### src/rtl/mem_unit.sv
// Memory stage of the 16-bit WISC pipeline: loads/stores over a req/ack handshake, R15 call/ret
// stack push/pop, and a registered one-cycle writeback bundle.
module mem_unit #(
  parameter int unsigned TIMEOUT_CYCLES = 255
) (
  input  logic        clk,
  input  logic        rst_n,
  input  logic        ex_valid,
  output logic        mem_ready,
  input  logic        RegWrite_in,
  input  logic        MemWrite_in,
  input  logic        MemRead_in,
  input  logic        mem_to_reg_in,
  input  logic        call_in,
  input  logic        ret_future_in,
  input  logic [3:0]  reg_rd_in,
  input  logic [15:0] alu_result_in,
  input  logic [15:0] sw_data_in,
  output logic        dmem_req,
  output logic        dmem_we,
  output logic [15:0] dmem_addr,
  output logic [15:0] dmem_wdata,
  input  logic [15:0] dmem_rdata,
  input  logic        dmem_ack,
  output logic        wb_valid,
  output logic        wb_reg_write,
  output logic [3:0]  wb_reg_rd,
  output logic [15:0] wb_data,
  output logic        ret_wb,
  output logic [15:0] PC_stack_pointer,
  output logic        mem_err
);

  typedef enum logic [1:0] {StIdle, StAccess, StResp} state_e;
  typedef enum logic [2:0] {OpPass, OpLoad, OpStore, OpPush, OpPop, OpIllegal} op_e;

  localparam logic [15:0] TimeoutLast = 16'(TIMEOUT_CYCLES - 1);

  function automatic op_e classify(input logic call, input logic ret, input logic rd,
                                   input logic wr);
    if (call && ret) return OpIllegal;
    if (call)        return OpPush;
    if (ret)         return OpPop;
    if (rd && wr)    return OpIllegal;
    if (wr)          return OpStore;
    if (rd)          return OpLoad;
    return OpPass;
  endfunction

  state_e      state_q, state_d;
  op_e         kind_q, kind_d;
  logic        rw_q, rw_d;
  logic        m2r_q, m2r_d;
  logic [3:0]  rd_q, rd_d;
  logic [15:0] alu_q, alu_d;
  logic [15:0] sw_q, sw_d;
  logic [15:0] cnt_q, cnt_d;

  logic        wb_valid_q, wb_valid_d;
  logic        wb_reg_write_q, wb_reg_write_d;
  logic [3:0]  wb_reg_rd_q, wb_reg_rd_d;
  logic [15:0] wb_data_q, wb_data_d;
  logic        ret_wb_q, ret_wb_d;
  logic [15:0] pc_q, pc_d;
  logic        mem_err_q, mem_err_d;

  // Values feeding the response bundle: live inputs in IDLE, the latched operation otherwise
  op_e         src_kind;
  logic        src_rw, src_m2r, load_resp, timed_out;
  logic [3:0]  src_rd;
  logic [15:0] src_alu;

  always_comb begin
    state_d   = state_q;
    kind_d    = kind_q;
    rw_d      = rw_q;
    m2r_d     = m2r_q;
    rd_d      = rd_q;
    alu_d     = alu_q;
    sw_d      = sw_q;
    cnt_d     = '0;
    load_resp = 1'b0;
    timed_out = 1'b0;

    src_kind = kind_q;
    src_rw   = rw_q;
    src_m2r  = m2r_q;
    src_rd   = rd_q;
    src_alu  = alu_q;

    unique case (state_q)
      StIdle: begin
        src_kind = classify(call_in, ret_future_in, MemRead_in, MemWrite_in);
        src_rw   = RegWrite_in;
        src_m2r  = mem_to_reg_in;
        src_rd   = reg_rd_in;
        src_alu  = alu_result_in;
        if (ex_valid) begin
          kind_d = src_kind;
          rw_d   = RegWrite_in;
          m2r_d  = mem_to_reg_in;
          rd_d   = reg_rd_in;
          alu_d  = alu_result_in;
          sw_d   = sw_data_in;
          if (src_kind == OpPass || src_kind == OpIllegal) begin
            state_d   = StResp;
            load_resp = 1'b1;
          end else begin
            state_d = StAccess;
          end
        end
      end
      StAccess: begin
        if (dmem_ack) begin
          state_d   = StResp;
          load_resp = 1'b1;
        end else if (cnt_q == TimeoutLast) begin
          state_d   = StResp;
          load_resp = 1'b1;
          timed_out = 1'b1;
        end else begin
          cnt_d = cnt_q + 16'd1;
        end
      end
      StResp:  state_d = StIdle;
      default: state_d = StIdle;
    endcase
  end

  always_comb begin
    wb_valid_d     = 1'b0;
    wb_reg_write_d = 1'b0;
    ret_wb_d       = 1'b0;
    mem_err_d      = 1'b0;
    wb_reg_rd_d    = wb_reg_rd_q;
    wb_data_d      = wb_data_q;
    pc_d           = pc_q;
    if (load_resp) begin
      if (timed_out || src_kind == OpIllegal) begin
        mem_err_d = 1'b1;
      end else begin
        wb_valid_d     = 1'b1;
        wb_reg_write_d = src_rw;
        wb_reg_rd_d    = src_rd;
        wb_data_d      = src_alu;
        unique case (src_kind)
          OpLoad: if (src_m2r) wb_data_d = dmem_rdata;
          OpPush: begin
            wb_reg_write_d = 1'b1;
            wb_reg_rd_d    = 4'd15;
          end
          OpPop: begin
            wb_reg_write_d = 1'b1;
            wb_reg_rd_d    = 4'd15;
            wb_data_d      = src_alu + 16'd1;
            ret_wb_d       = 1'b1;
            pc_d           = dmem_rdata;
          end
          default: ;
        endcase
      end
    end
  end

  always_ff @(posedge clk or negedge rst_n) begin
    if (!rst_n) begin
      state_q        <= StIdle;
      kind_q         <= OpPass;
      rw_q           <= 1'b0;
      m2r_q          <= 1'b0;
      rd_q           <= '0;
      alu_q          <= '0;
      sw_q           <= '0;
      cnt_q          <= '0;
      wb_valid_q     <= 1'b0;
      wb_reg_write_q <= 1'b0;
      wb_reg_rd_q    <= '0;
      wb_data_q      <= '0;
      ret_wb_q       <= 1'b0;
      pc_q           <= '0;
      mem_err_q      <= 1'b0;
    end else begin
      state_q        <= state_d;
      kind_q         <= kind_d;
      rw_q           <= rw_d;
      m2r_q          <= m2r_d;
      rd_q           <= rd_d;
      alu_q          <= alu_d;
      sw_q           <= sw_d;
      cnt_q          <= cnt_d;
      wb_valid_q     <= wb_valid_d;
      wb_reg_write_q <= wb_reg_write_d;
      wb_reg_rd_q    <= wb_reg_rd_d;
      wb_data_q      <= wb_data_d;
      ret_wb_q       <= ret_wb_d;
      pc_q           <= pc_d;
      mem_err_q      <= mem_err_d;
    end
  end

  // Request is decoded from state so an asynchronous reset drops it immediately
  assign dmem_req         = (state_q == StAccess);
  assign dmem_we          = dmem_req && (kind_q == OpStore || kind_q == OpPush);
  assign dmem_addr        = alu_q;
  assign dmem_wdata       = sw_q;
  assign mem_ready        = (state_q == StIdle);
  assign wb_valid         = wb_valid_q;
  assign wb_reg_write     = wb_reg_write_q;
  assign wb_reg_rd        = wb_reg_rd_q;
  assign wb_data          = wb_data_q;
  assign ret_wb           = ret_wb_q;
  assign PC_stack_pointer = pc_q;
  assign mem_err          = mem_err_q;

endmodule

### config.mk
export PLATFORM = sky130hd
export DESIGN_NAME = mem_unit
export DESIGN_NICKNAME = d
export VERILOG_FILES = /design/src/rtl/mem_unit.sv
export SDC_FILE = /design/constraint.sdc
export NUM_CORES = 1
export LEC_CHECK = 0
export CAP_MARGIN = 10
export CELL_PAD_IN_SITES_DETAIL_PLACEMENT = 1
export CELL_PAD_IN_SITES_GLOBAL_PLACEMENT = 2
export CORE_MARGIN = 2
export CORE_UTILIZATION = 30
export CTS_CLUSTER_DIAMETER = 80
export DETAILED_ROUTE_END_ITERATION = 10
export HOLD_SLACK_MARGIN = 0.03
export PLACE_DENSITY_LB_ADDON = 0.08
export SKIP_LAST_GASP = 1
export SLEW_MARGIN = 20
export SYNTH_ARGS = -nofsm -noshare
export SYNTH_HDL_FRONTEND = slang
export SYNTH_SLANG_ARGS = --single-unit
### constraint.sdc
create_clock -name clk -period 6.8 [get_ports clk]
set_input_delay 1.7 -clock clk [delete_from_list [all_inputs] [get_ports clk]]
set_output_delay 1.7 -clock clk [all_outputs]
set_load 0.005 [all_outputs]
== Word level (Yosys, flattened, before mapping) ==
Index checks and enable logic that the tools add are counted.

* Add/sub/neg operators: 2
* Reduce and logical (&&, ||, !) cells: 13
* Muxes and demuxes: 76
* Eq/ne operators: 11
* Bitwise logic cells: 1

{| class="wikitable"
|+ Operator list
! operator !! count
|-
| $mux W16 || 5
|-
| $mux W3 || 17
|-
| $mux W1 || 45
|-
| $add A16 B1 Y16 const B || 2
|-
| $pmux W16 S2 || 1
|-
| $eq A16 B8 Y1 const B || 1
|-
| $eq A3 B2 Y1 const B || 3
|-
| $eq A3 B3 Y1 const B || 3
|-
| $mux W2 || 4
|-
| $mux W4 || 2
|-
| $reduce_and A2 Y1 || 3
|-
| $pmux W2 S2 || 1
|-
| $eq A3 B1 Y1 const B || 1
|-
| $logic_and A1 B1 Y1 || 3
|-
| $logic_not A3 Y1 || 1
|-
| $logic_or A1 B1 Y1 || 3
|-
| $ne A3 B1 Y1 const B || 1
|-
| $reduce_and A3 Y1 || 1
|-
| $eq A2 B1 Y1 const B || 1
|-
| $logic_not A2 Y1 || 1
|-
| $ne A2 B2 Y1 const B || 1
|-
| $pmux W1 S2 || 1
|-
| $reduce_or A2 Y1 || 1
|-
| $not A1 Y1 || 1
|}

* Word-level logic and storage cells: 118
* Output and inout port bits: 75
* Bits in registers: 99

== Longest topological paths before layout ==
Gate-level depths: netlist of the first run.

* Depth after elaboration: 36
* Mapped depth: 13
* Depth with buffers taken out: 10

== Worst setup path before layout of the first run ==
OpenSTA, ideal clock, no wires.

* Path type: input to register
* Start: in alu_result_in[4]
* End: reg wb_data_q[12] (netlist: wb_data[12])
* Data required time: 6.675 ns
* Arrival time: 3.067 ns
* Setup slack: 3.608 ns
* Path buffers: 0
* Cell stages on the path: 6
* Cells stage by stage: or4bb_1 -> a21boi_1 -> nand4_1 -> xnor2_1 -> o221ai_1 -> mux2_4

* Word-level cells in the longest chain between the ends: 3

{| class="wikitable"
|+ Ends and longest elaborated chain
! element !! RTL line !! source
|-
| start: declaration || 17 || <nowiki>input logic [15:0] alu_result_in,</nowiki>
|-
| $mux W16 || 91 || <nowiki>unique case (state_q)</nowiki>
|-
| $add A16 B1 Y16 || 155 || <nowiki>wb_data_d = src_alu + 16'd1;</nowiki>
|-
| $pmux W16 S2 || 146 || <nowiki>unique case (src_kind)</nowiki>
|-
| end signal: assignment || 194 || <nowiki>wb_data_q <= wb_data_d;</nowiki>
|-
| end: declaration || 62 || <nowiki>logic [15:0] wb_data_q, wb_data_d;</nowiki>
|}

Every way passes these cells.
A chain may end at the register's enable or synchronous reset.

== Final worst setup path of the first run ==
* Start: in ret_future_in
* End: reg pc_q[4] (netlist: PC_stack_pointer[4])

* Word-level cells in the longest chain between the ends: 17

{| class="wikitable"
|+ Ends and longest elaborated chain
! element !! RTL line !! source
|-
| start: declaration || 15 || <nowiki>input logic ret_future_in,</nowiki>
|-
| $mux W3 || 43 || <nowiki>if (ret) return OpPop;</nowiki>
|-
| $mux W3 || 44 || <nowiki>if (rd && wr) return OpIllegal;</nowiki>
|-
| $mux W3 || 45 || <nowiki>if (wr) return OpStore;</nowiki>
|-
| $mux W3 || 46 || <nowiki>if (rd) return OpLoad;</nowiki>
|-
| $mux W3 || 47 || <nowiki>return OpPass;</nowiki>
|-
| $mux W3 || 46 ||
|-
| $mux W3 || 45 ||
|-
| $mux W3 || 44 ||
|-
| $mux W3 || 43 ||
|-
| $mux W3 * || 42 || <nowiki>if (call) return OpPush;</nowiki>
|-
| $mux W3 * || 91 ||
|-
| $eq A3 B3 Y1 or $logic_not A3 Y1 (tied branches) || 105 || <nowiki>if (src_kind == OpPass || src_kind == OpIllegal) begin</nowiki>
|-
| $logic_or A1 B1 Y1 || 105 ||
|-
| $mux W1 || 105 ||
|-
| $mux W1 || 98 || <nowiki>if (ex_valid) begin</nowiki>
|-
| $pmux W1 S2 || 91 ||
|-
| $reduce_and A3 Y1 (no source line) * || n/a ||
|-
| end signal: assignment || 196 || <nowiki>pc_q <= pc_d;</nowiki>
|-
| end: declaration || 64 || <nowiki>logic [15:0] pc_q, pc_d;</nowiki>
|}

Mark *: on every way between the ends. The rest lies on a longest branch, timed or not. The select of a mux whose other input is x is not followed.

==> results of run 1 <==
==> synthesized netlist by cell type (8+ instances only) <==
cell type  count
inv_1          8
nor2_1        35
a21oi_1       22
dfrtp_1       99
nand3_1       15
buf_2          9
mux2i_1       10
a31oi_1       10
nand2_1      209
xor2_1        15
nor3_1         8
o21ai_0       16
xnor2_1       10
clkbuf_1      15
==> how the worst max path moves through the flow <==
stage / startpoint / to / slack (ns)
final: ret_future_in / PC_stack_pointer[4]$_DFFE_PN0P_ / 2.46
after floorplan: alu_result_in[4] / wb_data[12]$_DFFE_PN0P_ / 3.61
after CTS: ret_future_in / PC_stack_pointer[4]$_DFFE_PN0P_ / 2.45
after global routing: ret_future_in / PC_stack_pointer[5]$_DFFE_PN0P_ / 2.20
after global placement: ret_future_in / PC_stack_pointer[11]$_DFFE_PN0P_ / 2.23
after detailed placement: ret_future_in / PC_stack_pointer[4]$_DFFE_PN0P_ / 2.08
==> where the power goes <==
group          internal, µW  leakage, µW  total, µW  switching, µW
Sequential              795      0.00124        960            164
Combinational           553      0.00164       1040            486
Clock                   307     0.000146        532            226
==> flip-flops by register name, indices dropped and copies added, names as in the netlist <==
| signal | count |
|---|---|
| wb_reg_rd | 4 |
| state_q | 2 |
| wb_data | 16 |
| dmem_wdata | 16 |
| ret_wb | 1 |
| rd_q | 4 |
| mem_err | 1 |
| wb_reg_write | 1 |
| rw_q | 1 |
| cnt_q | 16 |
| kind_q | 3 |
| m2r_q | 1 |
| dmem_addr | 16 |
| wb_valid | 1 |
| PC_stack_pointer | 16 |
==> stage by stage <==
step / setup slack [ns] / instance area (µm²) / power, µW / util / instances
after floorplan: 3.61 / 5010 / 1430 / - / 575
after global placement: 2.23 / 6510 / 1990 / 0.396 / 905
after detailed placement: 2.08 / 6510 / 2030 / 0.396 / 905
after CTS: 2.45 / 6820 / 2570 / 0.414 / 921
after global routing: 2.20 / 6820 / 2720 / 0.414 / 921
final: 2.46 / 6820 / 2530 / 0.414 / 921
==> final cells by class <==
type / instances / area [µm²] / area share
clock buffers: 13 / 260 / 0.0382
clock inverters: 3 / 46.3 / 0.00679
inverters: 11 / 41.3 / 0.00606
multi-input cells: 435 / 2330 / 0.342
flip-flops and latches: 99 / 2480 / 0.363
well taps: 220 / 275 / 0.0404
repair buffers: 140 / 1390 / 0.204
==> per-layer routing <==
metal | wire length [µm] | track usage | vias up
met3 | 771 | 0.0445 | 4
met1 | 7470 | 0.254 | 2187
met4 | 95 | 0.0361 | 0
met2 | 7590 | 0.304 | 93
li1 | - | - | 2174
met5 | 0 | 0 | -
==> worst reg2reg max path, stage by stage, from the launching register on <==
cell and delay (ns):
dfrtp_1 0.58, or2_1 0.34, inv_2 0.37, and3_1 0.30, o21ba_2 0.47, nand2b_1 0.61, inv_2 0.49, nand2_1 0.11
nand2_1 0.07
==> logic make-up (layout without fill, tap and decap cells) <==
| kind of cell | Yosys count | in the layout | synth area share |
|---|---|---|---|
| fa+ha+maj | 3 | 3 | 0.00749 |
| simple gates | 310 | 310 | 0.270 |
| buf+inv | 41 | 167 | 0.0412 |
| flops | 99 | 99 | 0.494 |
| compound gates | 83 | 83 | 0.114 |
| xor+xnor | 25 | 25 | 0.0437 |
| mux | 14 | 14 | 0.0304 |
==> PnR_summary.wiki, run 1 <==
{| class="wikitable"
! Metric !! Value
|-
| Run status || completed
|-
| Remaining number of nets flagged by the antenna check after routing || 0
|-
| Cell row count || 47
|-
| Source of the worst register-to-register timing path || state_q[1]$_DFFE_PN0P_
|-
| Worst reg2reg path endpoint || PC_stack_pointer[4]$_DFFE_PN0P_
|-
| Maximum fanout along the worst path || 23
|-
| Number of flops mapped to enable cells by yosys || 0
|-
| Maximum vdd drop || 0.143 mV
|-
| Top area cells in the synthesized netlist || dfrtp_1 49%, nand2_1 16%, nor2_1 2.6%
|-
| Min-Delay Endpoint || dmem_wdata[7]$_DFFE_PN0P_
|-
| Total power divided by cell area || ~370 nW/µm²
|-
| Synthesized flop and latch total || 99
|-
| WHS || 0.476 ns
|-
| DRT iter0 DRCs || 180
|-
| Setup Skew || 0.00825 ns
|-
| Number of optimization iterations in the first detailed-route pass || 4
|-
| Routability Congestion || ~0.82
|-
| Layout Area Growth over Synthesis || 36.0%
|-
| Static leakage power || 0.00302 µW
|-
| Fraction of registers with async set/reset || 1.00
|-
| Antenna violations before repair || 0
|-
| Share of cells above drive strength 1 || 0.0499
|-
| Kind of cell with the highest combined delay on the critical path || buffers and inverters
|-
| Hold violation total from the final report || 0
|-
| Detailed-route vias per instance || 4.84
|-
| Synthesized net count || 640
|-
| Critical-path cell list || clkdlybuf4s50_1 -> nand2b_1 -> and3_1 -> o21ba_2 -> nand2b_1 -> inv_2 -> nand2_1 -> nand2_1
|-
| Die H || between 100 and 150 µm
|-
| Arrival time worst endpoint || 4.63 ns
|-
| Type of the worst min-delay path || reg -> reg
|-
| Maximum operating frequency || 230 MHz
|-
| Final setup violation count || 0
|-
| Total negative setup slack || 0 ns
|-
| Delay of the slowest critical-path stage || 0.75 ns
|-
| Core Box Area || 16500 µm²
|-
| Hpwl dp || 11900 µm
|-
| Number of gates resized after cts || 0
|-
| Clock input transition at the sequential cells of the worst setup and hold paths || 0.07 ns
|-
| Longest Clk Path Bufs || 2
|-
| Top_reg_cell synth || dfrtp_1
|-
| Count of vias placed by the detailed router || 4458
|-
| Cell variety after synth || 54
|-
| H-tree depth || 3
|-
| Post-synthesis instance area || approximately 5000 µm²
|-
| Count of unresolved DRC violations after routing || 0
|-
| Starting Density || 0.304
|-
| CTS Root Cell || clkbuf_16
|-
| Worst slew pin tran || 0.916 ns
|-
| Yosys warns || 0
|-
| Clock network latency to the later pin of the worst-skew pair || 0.35 ns
|-
| Largest area contributor in the netlist || dfrtp_1
|-
| Cells after synthesis || about 580
|-
| TritonCTS buffer count || 9
|-
| Crit path required time || 7.09 ns
|-
| CP Buf/Inv Count || 2
|-
| Launch instance of the worst min-delay path || dmem_wdata[7]$_DFFE_PN0P_
|-
| Number of global-route vias before repair || ~4800
|-
| Cell depth of the worst setup path || 8
|-
| Slowest library cell on the worst path || clkdlybuf4s50_1
|-
| Register-to-register setup slack || 3.39 ns
|-
| Wire length of the first global-routing pass || around 26000 µm
|-
| Most common cell after layout, fill and taps aside || nand2_1
|-
| Die outline area || 17800 µm²
|-
| Maximum number of pins on one net before global-route repair || 65
|-
| Unrepaired setup endpoints after global routing || false
|-
| Final Routed Wirelength || roughly 16000 µm
|-
| Buffers inserted during post-CTS setup optimization || 0
|-
| Width of the chip || about 130 µm
|-
| CTS tree || done
|-
| Count of clock tree sinks || slightly below 100
|-
| Number of top-level design ports || 137
|-
| Area share of the leading cell type in the synthesized netlist || 0.494
|-
| Leading cell types in the layout, fill and taps excluded || 209 x nand2_1, 135 x clkdlybuf4s50_1, 99 x dfrtp_1, 35 x nor2_1, 22 x a21oi_1
|-
| Number of buffers inserted for hold repair after clock tree synthesis || 0
|-
| Fill cell instance count of the final layout || around 1900
|-
| Pins over their slew limit || 0
|-
| Antenna diode instance count || 0
|-
| Share of the clock period used by the worst path || 0.638
|-
| Startpoint class of the critical path || input pin
|-
| Slew headroom || 0.390
|-
| Mean instance size in the synthesized netlist || around 8.7 µm²
|-
| Proportion of synthesized chip area in sequential cells || 0.494
|-
| Number of nets at the end of the flow || 761
|-
| WHS Path Cells || 2
|-
| Post-layout minimum cycle time || 4.34 ns
|-
| Number of port buffers || around 140
|-
| Kind of critical path || in -> reg
|-
| Routed len/inst || 17.3 µm
|-
| GRT Resource Usage Total || 0.186
|-
| Max-cap viol count || 0
|-
| Nature of the critical path endpoint || flop
|-
| Reg2Reg Depth || 8
|-
| Remaining global-route overflow || 0
|}
(Power assumes the default switching activity.)
==> run 2: changes to the inputs <==
--- a/config.mk
+++ b/config.mk
@@ -9,7 +9,7 @@
 export CELL_PAD_IN_SITES_DETAIL_PLACEMENT = 1
 export CELL_PAD_IN_SITES_GLOBAL_PLACEMENT = 2
 export CORE_MARGIN = 2
-export CORE_UTILIZATION = 30
+export CORE_UTILIZATION = 25
 export CTS_CLUSTER_DIAMETER = 80
 export DETAILED_ROUTE_END_ITERATION = 10
 export HOLD_SLACK_MARGIN = 0.03
==> constraint.sdc (replaced) <==
create_clock -name clk -period 3.6 [get_ports clk]
set_input_delay 0.9 -clock clk [delete_from_list [all_inputs] [get_ports clk]]
set_output_delay 0.9 -clock clk [all_outputs]
set_load 0.005 [all_outputs]
==> run 2 against run 1 <==
Net effect: critical path depth decreased by 5; sequential share of layout area down 0.64 points; non-clock buffer count increased by 11.
==> PnR_summary.wiki, run 2 (synthesis gave the netlist of run 1 again) <==
{| class="wikitable"
! Metric !! Value
|-
| Static leakage power || 0.00307 µW (+1.5%)
|-
| Max-cap viol count || 0 (unchanged)
|-
| Die outline area || 21200 µm² (+19%)
|-
| CTS tree || done
|-
| Hpwl dp || 12700 µm (+6.9%)
|-
| Slowest library cell on the worst path || clkdlybuf4s50_1
|-
| Buffers inserted during post-CTS setup optimization || 0 (unchanged)
|-
| Die H || 146 µm (+9.3%)
|-
| Wire length of the first global-routing pass || 27300 µm (+3.6%)
|-
| Core Box Area || 19600 µm² (+19%)
|-
| Antenna violations before repair || 0 (unchanged)
|-
| Number of port buffers || 136 (unchanged)
|-
| Total negative setup slack || 0 ns (unchanged)
|-
| Count of unresolved DRC violations after routing || 0 (unchanged)
|-
| Total power divided by cell area || 688 nW/µm² (+85%)
|-
| Number of nets at the end of the flow || 772 (+1.4%)
|-
| Hold violation total from the final report || 0 (unchanged)
|-
| Type of the worst min-delay path || reg -> reg
|-
| Slew headroom || 0.452 (+0.0629)
|-
| Final setup violation count || 0 (unchanged)
|-
| CTS Root Cell || clkbuf_16
|-
| Crit path required time || 2.70 ns (-4.39 ns)
|-
| Number of optimization iterations in the first detailed-route pass || 4 (unchanged)
|-
| Run status || completed
|-
| Routability Congestion || 0.792 (-3.7%)
|-
| Overall power consumption || 4770 µW (+89%)
|-
| Number of placed instances with taps included || 961 (+6.2%)
|-
| TritonCTS buffer count || 9 (unchanged)
|-
| Arrival time worst endpoint || 2.18 ns (-2.45 ns)
|-
| Post-layout minimum cycle time || 3.08 ns
|-
| CP Buf/Inv Count || 2 (unchanged)
|-
| Delay of the slowest critical-path stage || 0.58 ns (-0.17 ns)
|-
| Count of vias placed by the detailed router || 4523 (+1.5%)
|-
| Final Routed Wirelength || 17100 µm (+7.3%)
|-
| DRT iter0 DRCs || 122 (-32%)
|-
| Layout Area Growth over Synthesis || 38.4%
|-
| Number of buffers inserted for hold repair after clock tree synthesis || 0 (unchanged)
|-
| Critical-path cell list || or2_1 -> inv_2 -> clkdlybuf4s50_1
|-
| Clock input transition at the sequential cells of the worst setup and hold paths || 0.07 ns (about the same)
|-
| Number of gates resized after cts || 0 (unchanged)
|-
| Clock network latency to the later pin of the worst-skew pair || 0.36 ns (about the same)
|-
| Worst slew pin tran || 0.821 ns (-0.0943 ns)
|-
| Count of clock tree sinks || 99 (unchanged)
|-
| Leading cell types in the layout, fill and taps excluded || 208 x nand2_1, 135 x clkdlybuf4s50_1, 99 x dfrtp_1, 35 x nor2_1, 22 x a21oi_1
|-
| Remaining global-route overflow || 0 (unchanged)
|-
| GRT Resource Usage Total || 0.163 (-0.0229)
|-
| Startpoint class of the critical path || flop
|-
| Kind of cell with the highest combined delay on the critical path || buffers and inverters
|-
| Antenna diode instance count || 0 (unchanged)
|-
| Detailed-route vias per instance || 4.63 (-4.4%)
|-
| Maximum number of pins on one net before global-route repair || 59 (-9.2%)
|-
| Setup Skew || 0.00591 ns (-0.00235 ns)
|-
| Routed len/inst || 17.5 µm (+1.1%)
|-
| Unrepaired setup endpoints after global routing || false
|-
| H-tree depth || 3 (unchanged)
|-
| Final critical-path setup slack || 0.517 ns (-1.94 ns)
|-
| Kind of critical path || reg -> out
|-
| Remaining number of nets flagged by the antenna check after routing || 0 (unchanged)
|-
| Cell row count || 51 (+8.5%)
|-
| Worst setup timing slack at the placement stage || 0.410 ns (-1.67 ns)
|-
| Pins over their slew limit || 0 (unchanged)
|-
| Nature of the critical path endpoint || output pin
|-
| Starting Density || 0.256 (-0.0486)
|-
| Maximum vdd drop || 0.273 mV (+91%)
|-
| Share of cells above drive strength 1 || 0.0674 (+0.0175)
|-
| Longest Clk Path Bufs || 2 (unchanged)
|-
| Area of all placed cells without fillers || 6940 µm² (+1.8%)
|-
| Maximum operating frequency || 324 MHz
|-
| Maximum fanout along the worst path || 13 (-43%)
|-
| Most common cell after layout, fill and taps aside || nand2_1
|-
| Share of the clock period used by the worst path || 0.856
|-
| Total cell area at the placement stage || 6670 µm² (+2.4%)
|-
| Post-route insts no fill || 977 (+6.1%)
|-
| Number of global-route vias before repair || 4721 (-0.67%)
|-
| Width of the chip || 146 µm (+9.3%)
|-
| Number of top-level design ports || 137 (unchanged)
|}
-- run 2: changes by cell type in the layout (fill, tap and decap cells not counted), sizes merged --
cell	previous run	this run
buf	5	16
bufinv	1	0
clkinv	1	3
clkbuf	13	12
-- run 2: where the power goes --
part | switching (µW) | total [µW] | internal (µW)
Sequential | 280 | 1780 | 1500
Clock | 455 | 943 | 488
Combinational | 968 | 2050 | 1080
Total | 1700 | 4770 | 3070
-- run 2: final timing paths --
| check | slack, ns | depth (start not counted) | start | to |
|---|---|---|---|---|
| max | 0.52 | 3 | state_q[1]$_DFFE_PN0P_ | mem_ready |
| max reg2reg | 0.68 | 10 | state_q[1]$_DFFE_PN0P_ | wb_data[12]$_DFFE_PN0P_ |
| min in group asynchronous | 0.63 | 1 | rst_n | PC_stack_pointer[4]$_DFFE_PN0P_ |
| min | 0.47 | 2 | PC_stack_pointer[6]$_DFFE_PN0P_ | PC_stack_pointer[6]$_DFFE_PN0P_ |
| min reg2reg | 0.47 | 2 | PC_stack_pointer[6]$_DFFE_PN0P_ | PC_stack_pointer[6]$_DFFE_PN0P_ |
| max in group asynchronous | 2.21 | 2 | rst_n | cnt_q[13]$_DFF_PN0_ |
-- run 2: cell type report --
class,instances,area (µm²)
clock buffers,12,246
multi-input cells,435,2330
inverters,11,41.3
clock inverters,4,26.3
fillers,2284,12600
flip-flops and latches,99,2480
repair buffers,151,1480
well taps,265,332
-- run 2: metal layers --
metal / part of all wire / global-route usage
met5: 0 / 0
met4: 0.010 / 0.0382
met1: 0.46 / 0.212
met3: 0.038 / 0.0345
met2: 0.49 / 0.279
-- run 2: worst register-to-register path: cells and delay by family, from the launching register on --
family / cells / cell delay (ns)
fa+ha+maj: 1 / 0.26
mux: 1 / 0.28
simple gates: 4 / 0.87
compound gates: 2 / 0.45
buf+inv: 1 / 0.40
flops: 1 / 0.37
xor+xnor: 1 / 0.19
-- run 2: stage by stage --
step	hold slack [ns]	utilization
floorplan	0.446	-
global placement	0.458	0.340
detailed placement	0.462	0.340
CTS	0.480	0.354
global route	0.493	0.354
finish	0.473	0.354
